**config.mk**
```make
export PLATFORM = sky130hd
export DESIGN_NAME = hex_processor_mc
export DESIGN_NICKNAME = d
export VERILOG_FILES = /design/src/rtl/hex_processor_mc.sv
export SDC_FILE = /design/constraint.sdc
export NUM_CORES = 1
export LEC_CHECK = 0
export BUFFER_PORTS_ARGS = -buffer_cell sky130_fd_sc_hd__buf_2
export CORE_UTILIZATION = 50
export CTS_CLUSTER_DIAMETER = 30
export DETAILED_ROUTE_END_ITERATION = 10
export MAX_ROUTING_LAYER = met4
export PLACE_DENSITY = 0.74
export SLEW_MARGIN = 5
export SYNTH_ARGS = -nofsm -noshare
export SYNTH_HDL_FRONTEND = slang
export SYNTH_SLANG_ARGS = --single-unit
export TNS_END_PERCENT = 100
```
**constraint.sdc**
```tcl
create_clock -name i_clk -period 12.79 [get_ports i_clk]
set_input_delay 1.9185 -clock i_clk [delete_from_list [all_inputs] [get_ports i_clk]]
set_output_delay 1.9185 -clock i_clk [all_outputs]
set_load 0.02 [all_outputs]
```
**src/rtl/hex_processor_mc.sv**
```systemverilog
// hex_processor_mc: multi-cycle Hex core with handshaked fetch, data and syscall ports
module hex_processor_mc #(
    parameter int DATA_W   = 32,
    parameter int ADDR_W   = 18,
    parameter int RESET_PC = 0
) (
    input  logic              i_clk,
    input  logic              i_rst,
    output logic              o_f_valid,
    output logic [ADDR_W-1:0] o_f_addr,
    input  logic              i_f_ready,
    input  logic [7:0]        i_f_data,
    output logic              o_d_valid,
    output logic              o_d_we,
    output logic [ADDR_W-1:0] o_d_addr,
    output logic [DATA_W-1:0] o_d_wdata,
    input  logic              i_d_ready,
    input  logic [DATA_W-1:0] i_d_rdata,
    output logic              o_svc_valid,
    output logic [DATA_W-1:0] o_svc_code,
    output logic [DATA_W-1:0] o_svc_arg,
    input  logic              i_svc_ready,
    input  logic [DATA_W-1:0] i_svc_rdata,
    output logic              o_halted,
    output logic [ADDR_W-1:0] o_pc
);
    localparam logic [3:0] OP_LDAM = 4'h0;
    localparam logic [3:0] OP_LDBM = 4'h1;
    localparam logic [3:0] OP_STAM = 4'h2;
    localparam logic [3:0] OP_LDAC = 4'h3;
    localparam logic [3:0] OP_LDBC = 4'h4;
    localparam logic [3:0] OP_LDAP = 4'h5;
    localparam logic [3:0] OP_LDAI = 4'h6;
    localparam logic [3:0] OP_LDBI = 4'h7;
    localparam logic [3:0] OP_STAI = 4'h8;
    localparam logic [3:0] OP_BR   = 4'h9;
    localparam logic [3:0] OP_BRZ  = 4'hA;
    localparam logic [3:0] OP_BRN  = 4'hB;
    localparam logic [3:0] OP_OPR  = 4'hD;
    localparam logic [3:0] OP_PFIX = 4'hE;
    localparam logic [3:0] OP_NFIX = 4'hF;
    localparam logic [3:0] OPR_BRB = 4'h0;
    localparam logic [3:0] OPR_ADD = 4'h1;
    localparam logic [3:0] OPR_SUB = 4'h2;
    localparam logic [3:0] OPR_SVC = 4'h3;
    localparam logic [DATA_W-1:0] SVC_EXIT = '0;
    localparam logic [DATA_W-1:0] SVC_READ = DATA_W'(2);

    typedef enum logic [2:0] {S_FETCH, S_EXEC, S_MEM, S_SVC, S_HALT} state_e;

    state_e            state_q, state_d;
    logic [ADDR_W-1:0] pc_q, pc_d;
    logic [DATA_W-1:0] areg_q, areg_d;
    logic [DATA_W-1:0] breg_q, breg_d;
    logic [DATA_W-1:0] oreg_q, oreg_d;
    logic [7:0]        ir_q, ir_d;

    logic [3:0]        opc, opr;
    logic [DATA_W-1:0] opd;
    logic [ADDR_W-1:0] pc_inc, pc_rel, mem_base, mem_addr;
    logic              is_mem, is_store, is_ldb, is_svc;

    // Operand, branch target and memory address are pure functions of the
    // latched instruction and registers, so they stay stable through MEM/SVC.
    assign opc      = ir_q[7:4];
    assign opr      = ir_q[3:0];
    assign opd      = oreg_q | DATA_W'(opr);
    assign pc_inc   = pc_q + ADDR_W'(1);
    assign pc_rel   = pc_inc + opd[ADDR_W-1:0];
    assign mem_base = (opc == OP_LDAI) ? areg_q[ADDR_W-1:0] :
                      (opc == OP_LDBI || opc == OP_STAI) ? breg_q[ADDR_W-1:0] : '0;
    assign mem_addr = mem_base + opd[ADDR_W-1:0];
    assign is_store = opc == OP_STAM || opc == OP_STAI;
    assign is_ldb   = opc == OP_LDBM || opc == OP_LDBI;
    assign is_mem   = is_store || is_ldb || opc == OP_LDAM || opc == OP_LDAI;
    assign is_svc   = opc == OP_OPR && opr == OPR_SVC;

    // State and architectural registers; reset abandons any open request.
    always_ff @(posedge i_clk or posedge i_rst) begin
        if (i_rst) begin
            state_q <= S_FETCH;
            pc_q    <= ADDR_W'(RESET_PC);
            areg_q  <= '0;
            breg_q  <= '0;
            oreg_q  <= '0;
            ir_q    <= '0;
        end else begin
            state_q <= state_d;
            pc_q    <= pc_d;
            areg_q  <= areg_d;
            breg_q  <= breg_d;
            oreg_q  <= oreg_d;
            ir_q    <= ir_d;
        end
    end

    // Next-state and register updates; changes happen only on completing edges.
    always_comb begin
        state_d = state_q;
        pc_d    = pc_q;
        areg_d  = areg_q;
        breg_d  = breg_q;
        oreg_d  = oreg_q;
        ir_d    = ir_q;
        case (state_q)
            S_FETCH: begin
                if (i_f_ready) begin
                    ir_d    = i_f_data;
                    state_d = S_EXEC;
                end
            end
            S_EXEC: begin
                if (is_mem) begin
                    state_d = S_MEM;
                end else if (is_svc) begin
                    state_d = S_SVC;
                end else begin
                    state_d = S_FETCH;
                    pc_d    = pc_inc;
                    oreg_d  = '0;
                    case (opc)
                        OP_PFIX: oreg_d = opd << 4;
                        OP_NFIX: oreg_d = ({DATA_W{1'b1}} << 8) | (opd << 4);
                        OP_LDAC: areg_d = opd;
                        OP_LDBC: breg_d = opd;
                        OP_LDAP: areg_d = DATA_W'(pc_rel);
                        OP_BR:   pc_d   = pc_rel;
                        OP_BRZ:  pc_d   = (areg_q == '0) ? pc_rel : pc_inc;
                        OP_BRN:  pc_d   = areg_q[DATA_W-1] ? pc_rel : pc_inc;
                        OP_OPR: begin
                            case (opr)
                                OPR_ADD: areg_d = areg_q + breg_q;
                                OPR_SUB: areg_d = areg_q - breg_q;
                                OPR_BRB: pc_d   = breg_q[ADDR_W-1:0];
                                default: ;
                            endcase
                        end
                        default: ;
                    endcase
                end
            end
            S_MEM: begin
                if (i_d_ready) begin
                    if (!is_store && is_ldb) breg_d = i_d_rdata;
                    if (!is_store && !is_ldb) areg_d = i_d_rdata;
                    pc_d    = pc_inc;
                    oreg_d  = '0;
                    state_d = S_FETCH;
                end
            end
            S_SVC: begin
                if (areg_q == SVC_EXIT) begin
                    state_d = S_HALT;
                end else if (i_svc_ready) begin
                    if (areg_q == SVC_READ) areg_d = i_svc_rdata;
                    pc_d    = pc_inc;
                    oreg_d  = '0;
                    state_d = S_FETCH;
                end
            end
            S_HALT: ;
            default: state_d = S_FETCH;
        endcase
    end

    // Port outputs; valids are masked by reset so they drop as soon as it asserts.
    always_comb begin
        o_f_valid   = !i_rst && state_q == S_FETCH;
        o_d_valid   = !i_rst && state_q == S_MEM;
        o_svc_valid = !i_rst && state_q == S_SVC;
        o_halted    = !i_rst && state_q == S_HALT;
        o_f_addr    = pc_q;
        o_d_we      = o_d_valid && is_store;
        o_d_addr    = mem_addr;
        o_d_wdata   = areg_q;
        o_svc_code  = areg_q;
        o_svc_arg   = breg_q;
        o_pc        = pc_q;
    end
endmodule

```
==> summary.md <==
| Metric | Value |
|---|---|
| PwrDens | 319 mW/mm^2 |
| Top cells by area, synth | dfrtp_1 26%, ha_1 7.3%, a21oi_1 5.7% |
| Post-synthesis sequential area ratio | 0.263 |
| Dpl ws | 6.57 ns |
| Synth unique cells | 80 |
| Final TNS setup | 0 ns |
| M1 WL | 18.5 mm |
| Ys Warns | 0 |
| Multi-input logic area | 0.00769 sq mm |
| Via count | 11835 |
| Critical-path maximum fanout | 39 |
| Post-synth top area share | 0.263 |
| Worst slew margin | 0.185 |
| CTS sink cnt | 121 |
| PostCTS Resize Cnt | 0 |
| Met2 routed WL | 18.2 mm |
| Via/cell ratio | 6.38 |
| Commonest non-fill, non-tap cell in the layout | buf_2 |
| Mapped cell area | 0.0115 sq mm |
| Reg area | 0.00303 sq mm |
| Max cap viols | 0 |
| Initial antenna violation count | 2 |
| # hold bufs at CTS | 0 |
| Startpoint Class | flip-flop |
| Most used DFF post-synth | dfrtp_1 |
| Setup slack, reg-to-reg | 7.43 ns |
| Reg2reg start | ir_q[1] |
| CP required | 10.87 ns |
| Syn nets | 1572 |
| Cell Chain, Critical Path | or2_2, o22ai_1, buf_4, a22o_1, ha_1, o21a_1, o21ai_0, o31ai_1, nand3_1, nand3_1, or4_1, a2111o_1, o211ai_1, buf_2 |
| CTS Root Cell | clkbuf_16 |
| WHS Path Cells | 2 |
| Gpl congestion | 0.958 |
| Iter 0 DRT Violations | 1282 |
| IO buf count | 231 |
| Rows | 55 |
| Post-synth ARST share | 1.00 |
| Drt wl/cell | 22.6 um |
| Most Frequent Cell on Critical Path | nand3_1 |
| Switching part of the total | 0.556 |
| Internal | 1.85 mW |
| RSZ-0062 raised after global routing | no |
| H-Tree Depth | 4 |
| P&R area growth vs syn | 13.2% |
| DR WL met3 | 4.12 mm |
| Worst Path Arrival | 4.85 ns |
| Chip width | 154 um |
| Final WS setup | 6.02 ns |
| Least-Margin Pin Slew | 1.22 ns |
| Starting Density | 0.509 |
| Share of layout cells above drive strength 1 | 0.201 |
| Core area | 0.0226 sq mm |
| DIE HEIGHT | 154 um |
| Worst Setup SP | ir_q[4] |
| Clock Latency Late Sink | 0.43 ns |
| CTS tree | built |
| GRT Total Usage | 0.365 |
| Routed WL | 41.9 mm |
| Max stage delay on crit path | 0.79 ns |
| Die area | 0.0237 sq mm |
| R2R depth | 13 |
| Most frequent cells in the layout | 231 x buf_2, 130 x a21oi_1, 120 x nand2_1, 120 x dfrtp_1, 117 x o21ai_0 |
| Final Net Count | 1701 |
| Detailed Place HPWL | 31.4 mm |
| CP Capture Point | o_d_addr[17] |
| Worst VDD drop | 0.166 mV |
| Minimum clock period | 6.77 ns |
| Worst path top cell family by delay | compound AO/OA/AOI/OAI gates |
| Worst hold path type | reg -> reg |
| Grt total ovfl | 0 |
| Top layer in use | met4 |
| Hold Fails Final Rpt | 0 |
| Routed Antenna Nets | 0 |
| Gate Count Post-Synth | 1425 |
| Leak | 6.10 nW |
| First-pass GRT wire length | 64.1 mm |
| # IOs | 232 |
| WP buf/inv | 2 |
| Status | finished clean |
| Seq pwr share | 0.227 |
| Post-CTS setup buffer count | 0 |
| Sw power | 2.32 mW |
| Max Root-Sink Buffers | 2 |
| Post-synth EDFFs | 0 |
| Syn Area/Cell | 8.09 sq um |
| Critical Path Stages | 14 |
| Worst reg2reg endpoint | o_d_wdata[27] |
| Synthesis-stage register bit count | 121 |
| Drt pass-1 iters | 6 |
| CP Capture Type | output port |
| Crit path max-delay cell type | dfrtp_1 |
| Clk pin slew, worst setup/hold paths | 0.06 ns |
| Pins Over Slew Limit | 0 |
| Clk network pwr share | 0.114 |
| Fmax | 148 MHz |
| CP Class | reg -> out |
| Final setup vio count | 0 |
| Final Skew | 0.0133 ns |
| Cell taking the most area after synthesis | dfrtp_1 |
| Largest net degree at the start of global routing | 74 |
| DRC viols | 0 |
| Vias in the first global route | 10865 |
| Layout fillers | 2149 |
| TritonCTS buffer count | 17 |
| Period utilization | 0.529 |
| Combinational fraction of design power | 0.659 |
worst reg2reg max path, stage by stage (launching register included):
cell      delay [ns]
dfrtp_1         0.65
nor3b_1         0.46
nor2b_1         0.87
a21oi_1         0.12
xnor2_1         0.17
ha_1            0.37
o211ai_1        0.12
a21oi_1         0.30
o21bai_1        0.18
o21ai_0         0.62
a41oi_1         0.42
o21ai_0         0.57
mux2i_1         0.26
a31oi_1         0.10
cell usage after synthesis (all sizes together) (5+ instances only):
library cell / count
a21oi: 131
dfrtp: 121
nand2: 121
o21ai: 117
nor2: 106
clkbuf: 74
ha: 67
buf: 65
xnor2: 65
mux2i: 60
xor2: 36
nand3: 35
inv: 32
a21o: 31
a22o: 26
a211oi: 25
nor3: 24
nand2b: 21
nor2b: 17
o21a: 17
a31oi: 16
nor4: 16
a22oi: 15
o31ai: 15
mux2: 12
and3: 11
or3: 11
and4: 10
a221oi: 9
nand4: 9
o211ai: 8
a222oi: 7
a221o: 6
and2: 6
nor3b: 6
nor4b: 5
o21bai: 5
state kept, by name (all words and copies together), names as in the netlist:
signal and count:
ir_q 8, o_d_wdata 32, o_f_addr 18, o_svc_arg 32, oreg_q 28, state_q 3
area by class of cell:
cell class / count / share of cell area
antenna: 2 / 0.000383
clock buffer: 21 / 0.0337
timing repair buffer: 249 / 0.0989
clock inverter: 11 / 0.00949
multi-input combinational: 1132 / 0.589
sequential: 121 / 0.232
tap: 285 / 0.0273
inverter: 33 / 0.00968
power groups by stage:
stage               clock (mW)  sequential [mW]  combinational, mW
floorplan                    0            0.857               1.97
global placement             0            0.929               2.67
detailed placement           0            0.933               2.67
CTS                      0.476            0.926               2.70
global route             0.494            0.962               2.96
finish                   0.476            0.946               2.75
cells by family after synthesis:
| kind of cell | count (synthesis) | synth area share |
|---|---|---|
| simple gates | 415 | 0.177 |
| flops | 121 | 0.263 |
| buf+inv | 172 | 0.0740 |
| compound gates | 474 | 0.267 |
| fa+ha+maj | 70 | 0.0779 |
| xor+xnor | 101 | 0.0773 |
| mux | 72 | 0.0638 |
layer usage:
metal / track usage / vias up
met4: 0.119 / 0
met3: 0.0676 / 81
met2: 0.530 / 657
li1: - / 5481
met5: - / -
met1: 0.509 / 5616
worst min path at each step:
stage,from,end,slack [ns]
floorplan,oreg_q[29],oreg_q[29],0.47
global placement,oreg_q[31],oreg_q[31],0.49
detailed placement,oreg_q[30],oreg_q[30],0.51
CTS,oreg_q[30],oreg_q[30],0.52
global route,oreg_q[28],oreg_q[28],0.57
finish,oreg_q[30],oreg_q[30],0.52
per-stage QoR:
step	hold slack, ns	utilization	area (sq um)	power, mW	instances
after floorplan	0.470	-	11500	2.83	1425
after global placement	0.494	0.552	12500	3.60	1820
after detailed placement	0.507	0.552	12500	3.60	1820
after CTS	0.521	0.577	13100	4.10	1852
after global routing	0.570	0.577	13100	4.42	1854
final	0.518	0.577	13100	4.17	1854
Note: power is estimated with default switching activity, not from simulation.
